File: src/rtl/regwr_pkg.sv
// Shared widths, source-select encodings and the buffered-result entry type
// for the register-file write arbiter.
package regwr_pkg;

    localparam int unsigned DATA_W     = 32;
    localparam int unsigned ADDR_W     = 5;
    localparam int unsigned STARVE_MAX = 4;
    localparam int unsigned FIFO_DEPTH = 2;
    localparam int unsigned CNT_W      = $clog2(FIFO_DEPTH + 1);

    localparam logic SRC_WB = 1'b0;
    localparam logic SRC_MC = 1'b1;

    typedef struct packed {
        logic              valid;
        logic [ADDR_W-1:0] addr;
        logic [DATA_W-1:0] data;
    } rw_entry_t;

    // True when a live, still-valid entry targets a nonzero source register
    function automatic logic addr_hit(input rw_entry_t e, input logic [ADDR_W-1:0] a);
        return e.valid && (a != '0) && (e.addr == a);
    endfunction

endpackage

File: src/rtl/regwr_fifo2.sv
// Two-entry FIFO of buffered multi-cycle results with kill-by-address
// invalidation and per-entry source-register match outputs.
module regwr_fifo2
    import regwr_pkg::*;
(
    input  logic              Clk,
    input  logic              Rst_n,
    input  logic              push,
    input  rw_entry_t         push_entry,
    input  logic              pop,
    input  logic              kill,
    input  logic [ADDR_W-1:0] kill_addr,
    input  logic [ADDR_W-1:0] rs_addr,
    input  logic [ADDR_W-1:0] rt_addr,
    output rw_entry_t         head,
    output logic [CNT_W-1:0]  count,
    output logic [1:0]        match_rs,
    output logic [1:0]        match_rt
);

    rw_entry_t mem [FIFO_DEPTH];
    logic      rd_ptr;
    logic      wr_ptr;
    logic      push_ok;
    logic      pop_ok;

    assign push_ok = push && (count != CNT_W'(FIFO_DEPTH));
    assign pop_ok  = pop  && (count != '0);

    // Popped slots lose valid so that valid alone marks a live, unkilled entry
    always_ff @(posedge Clk or negedge Rst_n) begin
        if (!Rst_n) begin
            for (int i = 0; i < FIFO_DEPTH; i++) begin
                mem[i] <= '0;
            end
            rd_ptr <= 1'b0;
            wr_ptr <= 1'b0;
            count  <= '0;
        end else begin
            for (int i = 0; i < FIFO_DEPTH; i++) begin
                if (push_ok && (wr_ptr == 1'(i))) begin
                    mem[i] <= push_entry;
                end else if (pop_ok && (rd_ptr == 1'(i))) begin
                    mem[i].valid <= 1'b0;
                end else if (kill && (mem[i].addr == kill_addr)) begin
                    mem[i].valid <= 1'b0;
                end
            end
            if (push_ok) begin
                wr_ptr <= ~wr_ptr;
            end
            if (pop_ok) begin
                rd_ptr <= ~rd_ptr;
            end
            case ({push_ok, pop_ok})
                2'b10:   count <= count + CNT_W'(1);
                2'b01:   count <= count - CNT_W'(1);
                default: count <= count;
            endcase
        end
    end

    assign head = mem[rd_ptr];

    always_comb begin
        match_rs = '0;
        match_rt = '0;
        for (int i = 0; i < FIFO_DEPTH; i++) begin
            match_rs[i] = addr_hit(mem[i], rs_addr);
            match_rt[i] = addr_hit(mem[i], rt_addr);
        end
    end

endmodule

File: src/rtl/regfile_write_arbiter.sv
// Arbitrates the single register-file write port between the WB stage and
// out-of-band multi-cycle results, buffering the latter and requesting stalls.
module regfile_write_arbiter
    import regwr_pkg::*;
#(
    parameter int unsigned DATA_W     = regwr_pkg::DATA_W,
    parameter int unsigned ADDR_W     = regwr_pkg::ADDR_W,
    parameter int unsigned STARVE_MAX = regwr_pkg::STARVE_MAX
) (
    input  logic              Clk,
    input  logic              Rst_n,
    input  logic              wb_we,
    input  logic [ADDR_W-1:0] wb_addr,
    input  logic [DATA_W-1:0] wb_data,
    input  logic              mc_valid,
    input  logic [ADDR_W-1:0] mc_addr,
    input  logic [DATA_W-1:0] mc_data,
    output logic              mc_ready,
    input  logic [ADDR_W-1:0] rs_addr,
    input  logic [ADDR_W-1:0] rt_addr,
    output logic              haz_rs,
    output logic              haz_rt,
    output logic              rf_we,
    output logic [ADDR_W-1:0] rf_addr,
    output logic [DATA_W-1:0] rf_data,
    output logic              rf_src_sel,
    output logic              stall_req
);

    localparam int unsigned SC_W = $clog2(STARVE_MAX + 1);

    rw_entry_t         head;
    rw_entry_t         push_entry;
    logic [CNT_W-1:0]  count;
    logic [1:0]        match_rs;
    logic [1:0]        match_rt;
    logic              wb_grant;
    logic              accept;
    logic              pop;
    logic              bypass;
    logic              store;
    logic [SC_W-1:0]   starve_cnt;
    logic [SC_W-1:0]   starve_nxt;

    // Ready is forced low while reset is asserted so every output reads zero
    assign mc_ready = Rst_n && (count != CNT_W'(FIFO_DEPTH));

    always_comb begin
        wb_grant = Rst_n && wb_we && (wb_addr != '0);
        accept   = mc_valid && mc_ready;
        pop      = !wb_grant && (count != '0);
        bypass   = !wb_grant && (count == '0) && accept && (mc_addr != '0);
        store    = accept && !bypass && (mc_addr != '0);
    end

    assign push_entry = '{valid: 1'b1, addr: mc_addr, data: mc_data};

    regwr_fifo2 u_fifo (
        .Clk        (Clk),
        .Rst_n      (Rst_n),
        .push       (store),
        .push_entry (push_entry),
        .pop        (pop),
        .kill       (wb_grant),
        .kill_addr  (wb_addr),
        .rs_addr    (rs_addr),
        .rt_addr    (rt_addr),
        .head       (head),
        .count      (count),
        .match_rs   (match_rs),
        .match_rt   (match_rt)
    );

    // Write-port mux: WB first, then buffered head, then empty-FIFO bypass
    always_comb begin
        rf_we      = 1'b0;
        rf_addr    = '0;
        rf_data    = '0;
        rf_src_sel = SRC_WB;
        if (wb_grant) begin
            rf_we      = 1'b1;
            rf_addr    = wb_addr;
            rf_data    = wb_data;
            rf_src_sel = SRC_WB;
        end else if (pop) begin
            rf_we      = head.valid;
            rf_addr    = head.addr;
            rf_data    = head.data;
            rf_src_sel = SRC_MC;
        end else if (bypass) begin
            rf_we      = 1'b1;
            rf_addr    = mc_addr;
            rf_data    = mc_data;
            rf_src_sel = SRC_MC;
        end
    end

    assign haz_rs = |match_rs;
    assign haz_rt = |match_rt;

    // Blocked-head age, saturating, cleared whenever the head drains
    always_comb begin
        starve_nxt = starve_cnt;
        if (pop) begin
            starve_nxt = '0;
        end else if ((count != '0) && (starve_cnt != SC_W'(STARVE_MAX))) begin
            starve_nxt = starve_cnt + SC_W'(1);
        end
    end

    always_ff @(posedge Clk or negedge Rst_n) begin
        if (!Rst_n) begin
            starve_cnt <= '0;
            stall_req  <= 1'b0;
        end else begin
            starve_cnt <= starve_nxt;
            stall_req  <= (starve_nxt == SC_W'(STARVE_MAX));
        end
    end

endmodule

File: config.mk
export PLATFORM = sky130hd
export DESIGN_NAME = regfile_write_arbiter
export DESIGN_NICKNAME = d
export VERILOG_FILES = /design/src/rtl/regwr_pkg.sv /design/src/rtl/regwr_fifo2.sv /design/src/rtl/regfile_write_arbiter.sv
export SDC_FILE = /design/constraint.sdc
export NUM_CORES = 1
export LEC_CHECK = 0
export BUFFER_PORTS_ARGS = -buffer_cell sky130_fd_sc_hd__buf_2
export CAP_MARGIN = 40
export CORE_AREA = 3 3 98 100
export CTS_CLUSTER_SIZE = 24
export DETAILED_ROUTE_END_ITERATION = 10
export DIE_AREA = 0 0 101 103
export GPL_TIMING_DRIVEN = 0
export HOLD_SLACK_MARGIN = 0.06
export PLACE_DENSITY = 0.85
export SYNTH_ARGS = -nofsm -noshare
export SYNTH_HDL_FRONTEND = slang
export SYNTH_HIERARCHICAL = 1
export SYNTH_SLANG_ARGS = --single-unit
File: constraint.sdc
create_clock -name Clk -period 5.2 [get_ports Clk]
set_input_delay 0.78 -clock Clk [delete_from_list [all_inputs] [get_ports Clk]]
set_output_delay 0.78 -clock Clk [all_outputs]
set_load 0.01 [all_outputs]
# Word level (Yosys, flattened, before mapping)
# Index checks and enable logic that the tools add are counted.
# word_totals
regBits	84
input_bits	88
elab_cells	92
# op_classes
add_sub_neg	3
order_cmp	1
eq_ne	11
n_mux	23
bitwise_logic	3
n_reduce_logical	40
# ops
operator	n
two-way mux 38 bit	3
two-way mux 32 bit	3
equality test 5 bit	6
logical AND 1 bit	27
nonzero test 5 bit	4
two-way mux 5 bit	3
two-way mux 1 bit	11
two-way mux 3 bit	2
nonzero test 3 bit	2
case mux 2 bit (2 select lines)	1
nonzero test 2 bit	2
OR reduction 2 bit	2
adder 3 x 1 -> 3 bit (second input constant)	1
equality test 3 bit (second input constant)	1
!= test 3 bit (second input constant)	1
adder 2 x 1 -> 2 bit (second input constant)	1
equality test 2 x 1 -> 1 bit (second input constant)	1
equality test 2 bit (second input constant)	1
greater-or-equal comparator 2 bit (second input constant)	1
logical NOT 1 bit	2
logical NOT 2 bit	1
!= test 2 bit (second input constant)	1
NOT 1 bit	2
NOT 1 -> 2 bit	1
subtractor 2 x 1 -> 2 bit (second input constant)	1

# Logic depth before layout (Yosys ltp)
# logic_depth
ltp_word	12
depth_mapped	12
depth_no_buf	10

# Cells and area by module
# The synthesis kept the hierarchy.
# by_module_without_submodules
module	n_inst	cells_each	area_each_um2
regwr_fifo2	1	269	3995.1
regfile_write_arbiter	1	146	1096.1

# Worst setup path before layout
# Ideal clock, no wire load.
# synth_path
path_kind	input to output
startpoint	input wb_addr[2]
endpoint	output rf_data[26]
arrival_ns	2.149
slack_ns	2.271
cell_stages	6
path_buffers	2
path_cell_list	or4_4 o21ai_2 buf_6 inv_4 buf_6 a221o_1
# synth_via
elab_chain_len	9
elab_cells_between_ends	10
classes_between	3 x mux; 7 x reduce/logical
# synth_rtl
element	line	text
from (decl)	regfile_write_arbiter.sv:13	input logic [ADDR_W-1:0] wb_addr,
nonzero test 5 bit (*)	regfile_write_arbiter.sv:49	wb_grant = Rst_n && wb_we && (wb_addr != '0);
logical AND 1 bit (*)	regfile_write_arbiter.sv:49	
named net wb_grant	regfile_write_arbiter.sv:37	logic wb_grant;
logical NOT 1 bit	regfile_write_arbiter.sv:51, regfile_write_arbiter.sv:52	
logical AND 1 bit (3 in a row)	regfile_write_arbiter.sv:52	bypass = !wb_grant && (count == '0) && accept && (mc_addr != '0);
two-way mux 32 bit	regfile_write_arbiter.sv:90	end else if (bypass) begin
two-way mux 32 bit	regfile_write_arbiter.sv:85	end else if (pop) begin
two-way mux 32 bit (*)	regfile_write_arbiter.sv:80	if (wb_grant) begin
to (decl)	regfile_write_arbiter.sv:25	output logic [DATA_W-1:0] rf_data,
# Mark *: on every way through the listed nets, which the timed path passes. The rest lies on a longest branch.

# Final worst setup path
# layout_path
startpoint	input Rst_n
endpoint	output rf_data[14]
# layout_via
elab_chain_len	9
elab_cells_between_ends	12
classes_between	3 x mux; 9 x reduce/logical
# layout_rtl
element	line	text
from (decl)	regfile_write_arbiter.sv:11	input logic Rst_n,
logical AND 1 bit (2 in a row)	regfile_write_arbiter.sv:49	
logical NOT 1 bit	regfile_write_arbiter.sv:51, regfile_write_arbiter.sv:52	
logical AND 1 bit (3 in a row)	regfile_write_arbiter.sv:52	
two-way mux 32 bit	regfile_write_arbiter.sv:90	
two-way mux 32 bit	regfile_write_arbiter.sv:85	
two-way mux 32 bit (*)	regfile_write_arbiter.sv:80	
# Every way passes the cells marked *; elsewhere a longest branch is shown, timed or not.

==> summary by stage <==
Run status
The flow ran to the end, and the final reports show no timing, DRC or antenna violations.

Floorplan
In this run the core area contains 34 standard-cell rows. The vertical die dimension is 103 µm. The I/O pin count is 131.

The die span in x is 101 µm. The core area is 8760 µm². The die covers 10400 µm². The effective utilization at floorplan is 0.581.

Power
The cell leakage power is 2.93 nW. The worst-case IR drop observed on VDD is 0.000344 V. The internal power consumption is 2.27 mW. The share of total power dissipated in the clock network is 0.140.

Of the total power, registers draw 0.350. Of the total power, the share spent switching nets is 0.355. Dividing total power by cell area gives a power density of 576 nW/µm².

Of the total power, combinational logic draws 0.510. The analysis attributes to net switching a power of 1.25 mW.

Route
The wire length reported by the detailed router is 12.5 mm. The number of vias per cell after detailed routing is 5.85. The first detailed-routing pass ran for 4 iterations. In the routed design, unresolved DRC markers number 0. The post-detailed-route count of antenna-violating nets is 0. After the first detailed-routing iteration, the DRC count stood at 146.

In the final routed layout, each cell accounts on average for 18.7 µm. For this block, the via count after detailed routing is 3922.

Clock tree
The insertion delay of the later-clocked pin in the worst-skew pair is 350 ps. The CTS tree is built. The clock passes through at most 2 buffers. CTS saw 84 sinks. Clock-pin slew was measured on the worst setup and hold paths at 90 ps.

The post-CTS setup repair buffer count is 0. Counting the buffers created by CTS gives 9. CTS placed an instance of clkbuf_8 at the clock tree root.

The depth of the CTS H-tree is 3. The number of instances resized during post-cts repair is 0. The number of hold buffers added after CTS was 0.

Logic synthesis
The share of the Yosys chip area taken by registers is 0.413. Synthesis handed over a netlist of 415 instances. The number of enable flip-flop cells after synthesis is 0. The most used flip-flop cell after synthesis is dfrtp_1. Counting flops and latches in the post-synthesis netlist gives 84.

The Yosys step of the flow raised 6 warnings. After synthesis the cells add up to 5090 µm². The synthesized area per cell is 12.3 µm². The portion of synthesized cell area occupied by the leading cell type is 0.413. The cell type contributing the most total cell area after synthesis is dfrtp_1. The share of synthesized registers carrying an async set or reset is 1.00. The number of distinct library cells after synthesis is 46. By area the synthesized netlist is led by dfrtp_1 41%, mux2_2 19%, mux2_4 8.3%, a221o_1 6.3%, and3_1 4.3%.

Global route
Entering global routing, the biggest net connects 46 pins. For this run the aggregate overflow at the end of global routing stands at 0. The initial antenna violation count is 0. In the global route stage, overall resource usage came out at 0.246. The global-route wire length before repair is 20.1 mm. The via count of the first global-routing pass is 4034.

Flow run
The max-cap violation count is 0.

Critical path
STA puts the critical path data required time at 4420 ps. The maximum fanout encountered on the critical timing path is 45. The worst path arrival time is 3150 ps. The critical setup path kind is in2out. STA classifies the critical path endpoint as an output port.

STA classifies the critical path startpoint as an input pin.

STA
The minimum clock period after layout is 3930 ps. Based on the critical path, the design can be clocked at up to 254 MHz. The number of max-slew violations in the final report is 0. The measured slew at the worst slew-check pin is 560 ps. Once routing completed, OpenROAD measured the worst setup slack at 1270 ps. In this run the tightest slew margin relative to its limit is 0.627. Dividing the final minimum period by the clock period gives 0.757.

The total count of hold-check failures in the final report is 0. For the final database, setup skew stands at 10.2 ps. Setup violations remaining at the end of the flow were counted as 0. Adding up every negative setup slack in the final design gives 0 ps.

Setup repair after global routing left no endpoint under its margin.

Finish
The share of post-route cells with drive strength above 1 is 0.520. The antenna cell count is 0. The finished cells cover 6110 µm². The number of filler instances in the final layout is 657. From synthesis to final layout, the design area changed by 20.1%.

At the end of the flow the core is filled with cells to 0.698. The net count of the finished layout is 649.

Placement
The cell area reported after detailed placement is 5900 µm². After legalization and detailed placement, the total HPWL measured 9.12 mm. The number of buffer cells added on primary ports is 130. The post-place setup slack is 1220 ps.

The weighted congestion reported at the end of routability-driven placement is 0.854.

Hold path
The class of the worst hold path is in2async.
-- power groups by stage --
stage | clock [mW] | combinational [mW] | sequential (mW)
after global placement | 0 | 1.73 | 1.21
final | 0.491 | 1.80 | 1.23
after global routing | 0.523 | 1.95 | 1.27
after CTS | 0.494 | 1.81 | 1.23
after floorplan | 0 | 1.37 | 1.15
after detailed placement | 0 | 1.79 | 1.24
-- area by class of cell --
class	count	area, µm²	share of cell area
Buffer	31	243	0.0397
Sequential cell	84	2100	0.344
Multi-Input combinational cell	297	2730	0.447
Tap cell	108	135	0.0221
Clock inverter	5	58.8	0.00962
Timing Repair Buffer	131	673	0.110
Clock buffer	11	151	0.0248
Inverter	4	17.5	0.00287
-- critical path: stages --
cell and delay (ps):
buf_4 440, buf_12 310, and2_1 160, clkbuf_1 270, o21ai_2 140, buf_6 170
clkbuf_1 210, and3_1 230, a221o_1 260, buf_2 140
-- per-stage QoR --
step	hold slack, ps	total power, mW	instances
6_report	412	3.52	671
5_1_grt	441	3.75	671
4_1_cts	427	3.53	671
3_5_place_dp	490	3.03	655
3_3_place_gp	482	2.94	654
2_1_floorplan	475	2.52	416
-- Yosys cell counts (all sizes together) (4+ instances only) --
library cell and count:
nand2 11, nor2 12, a221o 32, buf 22, o21ai 6, inv 4, clkbuf 9, a21oi 6
mux2 113, and3 36, xnor2 18, nor4 6, nand4 5, dfrtp 84, xor2 17
-- layer usage --
layer,GRT usage,wire length [µm]
met5,0,0
met2,0.424,6380
met1,0.326,5350
met4,0.0716,191
met3,0.0338,598
-- sequential cells by signal (all words and copies together), names as in the netlist --
signal         flops
u_fifo/mem        76
starve_cnt         3
u_fifo/count       2
stall_req          1
u_fifo/rd_ptr      1
u_fifo/wr_ptr      1
-- worst paths after layout --
check,start,end,slack (ps),cells after the start
worst max register to register,u_fifo/count[0],u_fifo/mem[67],3000,8
worst min register to register,u_fifo/mem[2],u_fifo/mem[2],510,1
worst min-delay path,Rst_n,u_fifo/mem[50],410,1
worst max-delay path,Rst_n,rf_data[14],1270,10
min in group Clk,u_fifo/mem[2],u_fifo/mem[2],510,1
max in group asynchronous,Rst_n,u_fifo/mem[27],4170,2
-- cells by family after synthesis --
logic type	after synthesis	share of synthesized area
xor gates and xnor gates	35	0.0602
AOI/OAI and AO/OA	57	0.0946
adders and majority gates	3	0.00737
muxes	114	0.273
DFF	84	0.413
other	1	0.000737
buffers and inverters	35	0.0511
and+or+nand+nor	86	0.101
-- cell usage in the layout (no fill, tap or decap), types with 5 or more instances in the layout --
master	n
buf_2	135
mux2_2	85
dfrtp_1	84
and3_1	35
a221o_1	32
mux2_4	28
xnor2_1	18
xor2_1	17
clkbuf_8	11
nor2_1	10
nand2_1	10
clkbuf_1	9
buf_6	7
buf_4	7
a21oi_1	6
nor4_1	6
o21ai_0	5
nand4_1	5
No activity file was read; power rests on OpenSTA's default activity.
